`src/rtl/tage_resolve_queue.sv`:
```
// In-order queue pairing TAGE predictions with resolved outcomes; emits one-cycle
// predictor update pulses and keeps saturating retire/mispredict statistics.
module tage_resolve_queue #(
    parameter int unsigned DEPTH = 8,
    parameter int unsigned CNT_W = 32
) (
    input  logic                     clk_i,
    input  logic                     rst_i,
    input  logic                     pred_valid_i,
    input  logic                     pred_i,
    input  logic [31:0]              pred_idx_i,
    output logic                     pred_ready_o,
    input  logic                     res_valid_i,
    input  logic                     res_taken_i,
    input  logic [31:0]              res_idx_i,
    output logic                     res_ready_o,
    input  logic                     flush_i,
    output logic                     upd_valid_o,
    output logic                     upd_taken_o,
    output logic                     upd_mispredict_o,
    output logic [31:0]              upd_idx_o,
    output logic [$clog2(DEPTH):0]   count_o,
    output logic [CNT_W-1:0]         total_cnt_o,
    output logic [CNT_W-1:0]         mispred_cnt_o,
    output logic                     err_o
);

    localparam int unsigned AW = $clog2(DEPTH);

    logic [AW:0]      count_q;
    logic [AW-1:0]    wr_ptr_q;
    logic [AW-1:0]    rd_ptr_q;
    logic             pred_mem [DEPTH];
    logic [31:0]      idx_mem  [DEPTH];

    logic             push;
    logic             pop;
    logic             head_pred;
    logic [31:0]      head_idx;
    logic             mispredict;
    logic             idx_err;
    logic             drop_err;

    logic             upd_valid_q;
    logic             upd_taken_q;
    logic             upd_mispredict_q;
    logic [31:0]      upd_idx_q;
    logic [CNT_W-1:0] total_q;
    logic [CNT_W-1:0] mispred_q;
    logic             err_q;

    // Handshakes look only at registered occupancy, so a full queue refuses a push
    // even when a pop happens in the same cycle.
    assign pred_ready_o = (count_q != (AW+1)'(DEPTH));
    assign res_ready_o  = (count_q != '0);

    always_comb begin
        push       = 1'b0;
        pop        = 1'b0;
        head_pred  = pred_mem[rd_ptr_q];
        head_idx   = idx_mem[rd_ptr_q];
        mispredict = 1'b0;
        idx_err    = 1'b0;
        drop_err   = 1'b0;
        if (!flush_i) begin
            push     = pred_valid_i && pred_ready_o;
            pop      = res_valid_i && res_ready_o;
            drop_err = res_valid_i && !res_ready_o;
        end
        if (pop) begin
            mispredict = (head_pred != res_taken_i);
            idx_err    = (head_idx != res_idx_i);
        end
    end

    always_ff @(posedge clk_i) begin
        if (push) begin
            pred_mem[wr_ptr_q] <= pred_i;
            idx_mem[wr_ptr_q]  <= pred_idx_i;
        end
    end

    always_ff @(posedge clk_i or posedge rst_i) begin
        if (rst_i) begin
            count_q  <= '0;
            wr_ptr_q <= '0;
            rd_ptr_q <= '0;
        end else if (flush_i) begin
            count_q  <= '0;
            wr_ptr_q <= '0;
            rd_ptr_q <= '0;
        end else begin
            if (push) wr_ptr_q <= wr_ptr_q + AW'(1);
            if (pop)  rd_ptr_q <= rd_ptr_q + AW'(1);
            case ({push, pop})
                2'b10:   count_q <= count_q + (AW+1)'(1);
                2'b01:   count_q <= count_q - (AW+1)'(1);
                default: count_q <= count_q;
            endcase
        end
    end

    always_ff @(posedge clk_i or posedge rst_i) begin
        if (rst_i) begin
            upd_valid_q      <= 1'b0;
            upd_taken_q      <= 1'b0;
            upd_mispredict_q <= 1'b0;
            upd_idx_q        <= '0;
        end else begin
            upd_valid_q <= pop;
            if (pop) begin
                upd_taken_q      <= res_taken_i;
                upd_mispredict_q <= mispredict;
                upd_idx_q        <= res_idx_i;
            end
        end
    end

    // Statistics stick at all-ones instead of wrapping.
    always_ff @(posedge clk_i or posedge rst_i) begin
        if (rst_i) begin
            total_q   <= '0;
            mispred_q <= '0;
            err_q     <= 1'b0;
        end else begin
            if (pop && (total_q != '1))
                total_q <= total_q + CNT_W'(1);
            if (pop && mispredict && (mispred_q != '1))
                mispred_q <= mispred_q + CNT_W'(1);
            if (idx_err || drop_err)
                err_q <= 1'b1;
        end
    end

    assign count_o          = count_q;
    assign upd_valid_o      = upd_valid_q;
    assign upd_taken_o      = upd_taken_q;
    assign upd_mispredict_o = upd_mispredict_q;
    assign upd_idx_o        = upd_idx_q;
    assign total_cnt_o      = total_q;
    assign mispred_cnt_o    = mispred_q;
    assign err_o            = err_q;

endmodule

```
`config.mk`:
```
export PLATFORM = sky130hd
export DESIGN_NAME = tage_resolve_queue
export DESIGN_NICKNAME = d
export VERILOG_FILES = /design/src/rtl/tage_resolve_queue.sv
export SDC_FILE = /design/constraint.sdc
export NUM_CORES = 1
export LEC_CHECK = 0
export ABC_AREA = 1
export CELL_PAD_IN_SITES_DETAIL_PLACEMENT = 1
export CELL_PAD_IN_SITES_GLOBAL_PLACEMENT = 1
export CORE_UTILIZATION = 30
export DETAILED_ROUTE_END_ITERATION = 6
export MAX_ROUTING_LAYER = met4
export PLACE_DENSITY = 0.61
export RECOVER_POWER = 100
export SETUP_SLACK_MARGIN = 0.5
export SYNTH_ARGS = -nofsm -noshare
export SYNTH_HDL_FRONTEND = slang
export SYNTH_SLANG_ARGS = --single-unit
```
`constraint.sdc`:
```
create_clock -name clk_i -period 4.1 [get_ports clk_i]
set_clock_uncertainty 0.05 [all_clocks]
set_input_delay 0.615 -clock clk_i [delete_from_list [all_inputs] [get_ports clk_i]]
set_output_delay 0.615 -clock clk_i [all_outputs]
set_load 0.01 [all_outputs]
```
# Yosys cells after proc, flatten, opt, wreduce, memory -nomap -nowiden
# Memory sizes are Yosys's and may differ from the RTL's.
# Cells that the tools add are included.
[word_totals]
regBits = 110
mem_bits_rw = 264
inputBits = 71
out_inout_bits = 106
wordCells = 50
n_memories = 2
[memory_table]
columns = ["name", "depth", "word_bits", "rd", "rd_ports_with_merged_regs", "write_ports", "line", "source"]
rows = [
  ["idx_mem", 8, 32, 1, 0, 1, "34", "logic [31:0] idx_mem [DEPTH];"],
  ["pred_mem", 8, 1, 1, 0, 1, "33", "logic pred_mem [DEPTH];"],
]
[classes]
n_addsub = 6
n_eq_ne = 7
n_mux = 13
reduce_logical = 12
[ops]
columns = ["op", "n"]
rows = [
  ["$add 32x1->32 const B", 2],
  ["$ne 32x32->1 const B", 2],
  ["$ne 32x32->1", 1],
  ["$mux 3", 4],
  ["$pmux 4 s2", 1],
  ["$mux 1", 7],
  ["$add 3x1->3 const B", 2],
  ["$logic_and 1x1->1", 6],
  ["$add 4x1->4 const B", 1],
  ["$mux 4", 1],
  ["$ne 4x4->1 const B", 1],
  ["$reduce_bool 2->1", 2],
  ["$reduce_bool 4->1", 1],
  ["$sub 4x1->4 const B", 1],
  ["$reduce_bool 3->1", 1],
  ["$eq 2x1->1 const B", 1],
  ["$eq 2x2->1 const B", 1],
  ["$logic_not 1->1", 1],
  ["$logic_or 1x1->1", 1],
  ["$ne 1x1->1", 1],
]

# Longest topological paths before layout
[logic_depth]
word_depth = 6
mapped_depth = 18
mapped_depth_nobuf = 16

# Worst setup path after synthesis
# No wires, ideal clock.
[synth_timing]
path_kind = "register to register"
start = "reg count_q[2] (netlist: count_o[2])"
end = "mem idx_mem[0][0], enable pin"
setup_time_ps = 423
t_arrival_ps = 2461
required_ps = 3627
path_slack_ps = 1166
path_stages_with_launch = 7
path_buffers = 0
period_less_slack_ps = 2934
path_cell_list = "dfrtp_1 inv_1 nand3_1 nand2_1 nor2_1 nand2_1 nor2_1"
[synth_between]
elab_chain_cells = 5
[synth_lines]
columns = ["element", "line", "source"]
rows = [
  ["start: declaration", "30", "logic [AW:0] count_q;"],
  ["start signal: assignment", "96", "2'b10: count_q <= count_q + (AW+1)'(1);"],
  ["start signal: assignment", "97", "2'b01: count_q <= count_q - (AW+1)'(1);"],
  ["start signal: assignment", "98", "default: count_q <= count_q;"],
  ["$ne 4x4->1", "54", "assign pred_ready_o = (count_q != (AW+1)'(DEPTH));"],
  ["net pred_ready_o", "12", "output logic pred_ready_o,"],
  ["$logic_and 1x1->1", "66", "push = pred_valid_i && pred_ready_o;"],
  ["$mux 1", "65", "if (!flush_i) begin"],
  ["$mux 1", "77", "if (push) begin"],
  ["$mux 1 (not written as such)", "79", "idx_mem[wr_ptr_q] <= pred_idx_i;"],
  ["end: declaration", "34", ""],
]
# The timed path passes the listed nets, and every way through them passes these cells.

# Worst setup path after layout
[layout_timing]
start = "reg rd_ptr_q[0]"
end = "reg mispred_q[21] (netlist: mispred_cnt_o[21])"
[layout_between]
elab_chain_cells = 5
[layout_lines]
columns = ["element", "line", "source"]
rows = [
  ["start: declaration", "32", "logic [AW-1:0] rd_ptr_q;"],
  ["start signal: assignment", "94", "if (pop) rd_ptr_q <= rd_ptr_q + AW'(1);"],
  ["$mem_v2 8x1", "--", ""],
  ["$ne 1x1->1", "71", "mispredict = (head_pred != res_taken_i);"],
  ["$mux 1", "70", "if (pop) begin"],
  ["$logic_and 1x1->1 (2 in a row)", "128", "if (pop && mispredict && (mispred_q != '1))"],
  ["end signal: assignment", "129", "mispred_q <= mispred_q + CNT_W'(1);"],
  ["end: declaration", "49", "logic [CNT_W-1:0] mispred_q;"],
]
# No other way between the ends.
# A chain may end at the register's enable or synchronous reset.

==> results.toml <==
[status]
status = "finished, final reports clean"

[detailed_routing]
drtAntennaViolNets = 0
drt_pre_antenna_iters = 4
wirelength_met1_um = 23100
routed-via-count = 12700
wl_met3_um = 1910
drcViolationCount = 0
top_signal_layer_used = "met4"
vias_per_cell = 4.64
route.final.wire_length_um = 51000
met2_length_um = 24900
dr.first_iter.drc_count = 644
detail_route.wl_per_cell_um = 18.6

[final_layout]
num_antenna_cells = 0
finalInstanceArea_mm2 = 0.0210
area.growth.synth_to_final_pct = 23.6
drive_gt1_share_pct = 5.51
layout.cells.non_filler = 2744
finish.net_count = 2036

[placement]
detailed_place_hpwl_um = 32300
place_worst_setup_slack_ns = 0.937
gp_congestion = 0.817
port-buffer-count = 176
place_area_mm2 = 0.0196
dp.cells = 2659

[logic_synthesis]
ys_seq_elements = 374
synth_commonest_cells = "nand2_1, edfxtp_1, inv_1"
synth_edf_count = 264
postSynthCellCount = 1777
synthArstFlopShare_pct = 29.4
synth_top_flop_cell = "edfxtp_1"
syn_area_per_cell_um2 = 9.57
syn_area_mm2 = 0.0170
ys_seq_area_share_pct = 62.8
synthDominantAreaCellType = "edfxtp_1"
post_synth_main_area_contributors = "edfxtp_1, dfrtp_1, nand2_1"
synth_cell_types = 35
most_repeated_cell_in_the_gate_level_netlist_after_synthesis = "nand2_1"
area_fraction_of_the_dominant_cell_type_after_synthesis_pct = 46.6
synth_nets = 1854
yosysWarnings = 0

[clock_network]
h-tree-depth = 2
clock_tree_from_tritoncts = "done"
number_of_hold_buffers_added_after_cts = 0
post_cts.repair.setup_buffers = 0
cts_sinks = 374
cts_repair_resize_count = 0
worst_skew_pair.late_latency_ns = 0.58
cts_root_buffer = "clkbuf_16"
cts_buffer_depth = 3
clkTransAtPathRegs_ns = 0.06
cts_inserted_buffers = 46

[floorplan]
site_rows = 86
chipWidth_um = 240
io_pins = 177
floorplan.die_area_mm2 = 0.0577
start_util_pct = 30.6
die_height_um = 240
core-area_mm2 = 0.0555

[critical_path]
endpoint_kind_of_the_worst_setup_timing_path = "flop"
critical_path_arrival_ns = 3.58
critPathRequiredTime_ns = 4.50
startpoint_type = "flop"
timing.critical_path.fanout_max = 78
critical_path_class = "flop to flop"
worst_setup_path_startpoint = "rd_ptr_q[0]"
worst_r2r_path_depth = 11
r2r-start = "rd_ptr_q[0]"

[worst_hold_path]
worst_hold_startpoint = "upd_taken_o"
worstHoldPathType = "flop to flop"
worst_hold_stages = 2

[sta]
finalSetupViolations = 0
period_share_pct = 77.6
max_transition_viols_final = 0
max_slew_margin_pct = 3.03
timing.final.crit_period_ns = 3.18
postLayoutSetupSlackWorst_ns = 0.920
max_clock_freq_mhz = 314
final-hold-violation-count = 0
tightest_slew_ns = 1.45
hold_slack_ns = 0.427
fin_setup_tns_ns = 0
rsz0062_at_grt = "no"

[global_route]
grt_start_max_net_pins = 137
global_route.overflow_total = 0
grt_antenna_before_repair = 1
grt_pass1_vias = 13600
wire_length_of_the_first_global_routing_pass_um = 79100
globalRouteTotalUtil_pct = 18.7

[power]
p_leak_nw = 9.04
cellPowerDensity_mw_per_mm2 = 560
ir_worst_vdd_uv = 263

[job]
max_cap_violations = 0
-- stage by stage --
step | total power (W) | utilization (%)
5_1_grt | 0.0125 | 37.9
6_report | 0.0118 | 37.9
3_3_place_gp | 0.00783 | 35.3
2_1_floorplan | 0.00657 | -
4_1_cts | 0.0121 | 38.1
3_5_place_dp | 0.00792 | 35.3
-- sequential cells by signal, summed over array words and instances, names as in the netlist --
| register | flops |
|---|---|
| idx_mem | 256 |
| mispred_cnt_o | 32 |
| total_cnt_o | 32 |
| upd_idx_o | 32 |
| pred_mem | 8 |
| count_o | 4 |
| rd_ptr_q | 3 |
| wr_ptr_q | 3 |
| err_o | 1 |
| upd_mispredict_o | 1 |
| upd_taken_o | 1 |
| upd_valid_o | 1 |
-- layer usage --
metal / up-vias / global-route usage (%)
met5: - / -
met4: 0 / 5.40
met3: 74 / 2.20
met2: 248 / 31.3
met1: 6280 / 23.7
li1: 6135 / -
-- cell type report --
class	count	area [um^2]
timing repair buffer	196	1930
sequential	374	10700
tap	748	936
clock inverter	30	343
multi-input combinational	1116	5100
fill	6312	34500
clock buffer	55	1180
inverter	225	850
-- logic make-up (layout without fill, tap and decap cells) --
family          Yosys count  after routing  synth area share [%]
simple gates            934            934                  23.2
flops                   374            374                  62.8
buf+inv                 287            506                  7.07
compound gates          116            116                  3.45
xor+xnor                 60             60                  3.09
fa+ha+maj                 6              6                 0.441
-- worst paths after layout --
path / endpoint / slack (ns)
max: mispred_cnt_o[21] / 0.92
min: upd_taken_o / 0.43
max reg2reg: mispred_cnt_o[21] / 0.92
min reg2reg: upd_taken_o / 0.43
max in group asynchronous: upd_idx_o[22] / 2.51
min in group asynchronous: total_cnt_o[28] / 0.72
-- worst max-delay path: stages, from the launching register on --
cell     delay [ns]
dfrtp_4        0.50
inv_4          0.62
o21ai_0        0.20
nand2_1        0.10
nand2_1        0.05
nand2_1        0.16
nor2_2         0.04
nor2_1         0.21
nand3_4        0.32
inv_1          0.45
nand3_1        0.15
xnor2_1        0.17
-- placed cells by master (no fill, tap or decap), types with 2 or more instances in the layout --
cell	n
nand3_1	165
inv_1	218
bufinv_16	7
nor3_1	25
clkinv_2	11
xnor2_1	10
xor2_1	50
buf_12	3
nand4_1	15
inv_4	2
buf_4	8
dfrtp_1	108
o21ai_0	103
nor4_1	15
inv_2	4
clkbuf_2	9
nand2_1	510
clkbuf_1	9
nor2_4	7
nor3_2	2
nor2_2	4
edfxtp_1	264
nor2_1	187
o21ai_1	7
dlygate4sd3_1	141
clkinv_1	10
clkdlybuf4s50_1	35
a21oi_1	3
ha_1	6
clkbuf_16	46
-- report_power, final --
part | total, W | switching, W | internal (W)
Combinational | 0.00299 | 0.00194 | 0.00105
Clock | 0.00413 | 0.00163 | 0.00251
Sequential | 0.00465 | 0.000238 | 0.00441
Note: power is estimated with default switching activity, not from simulation.
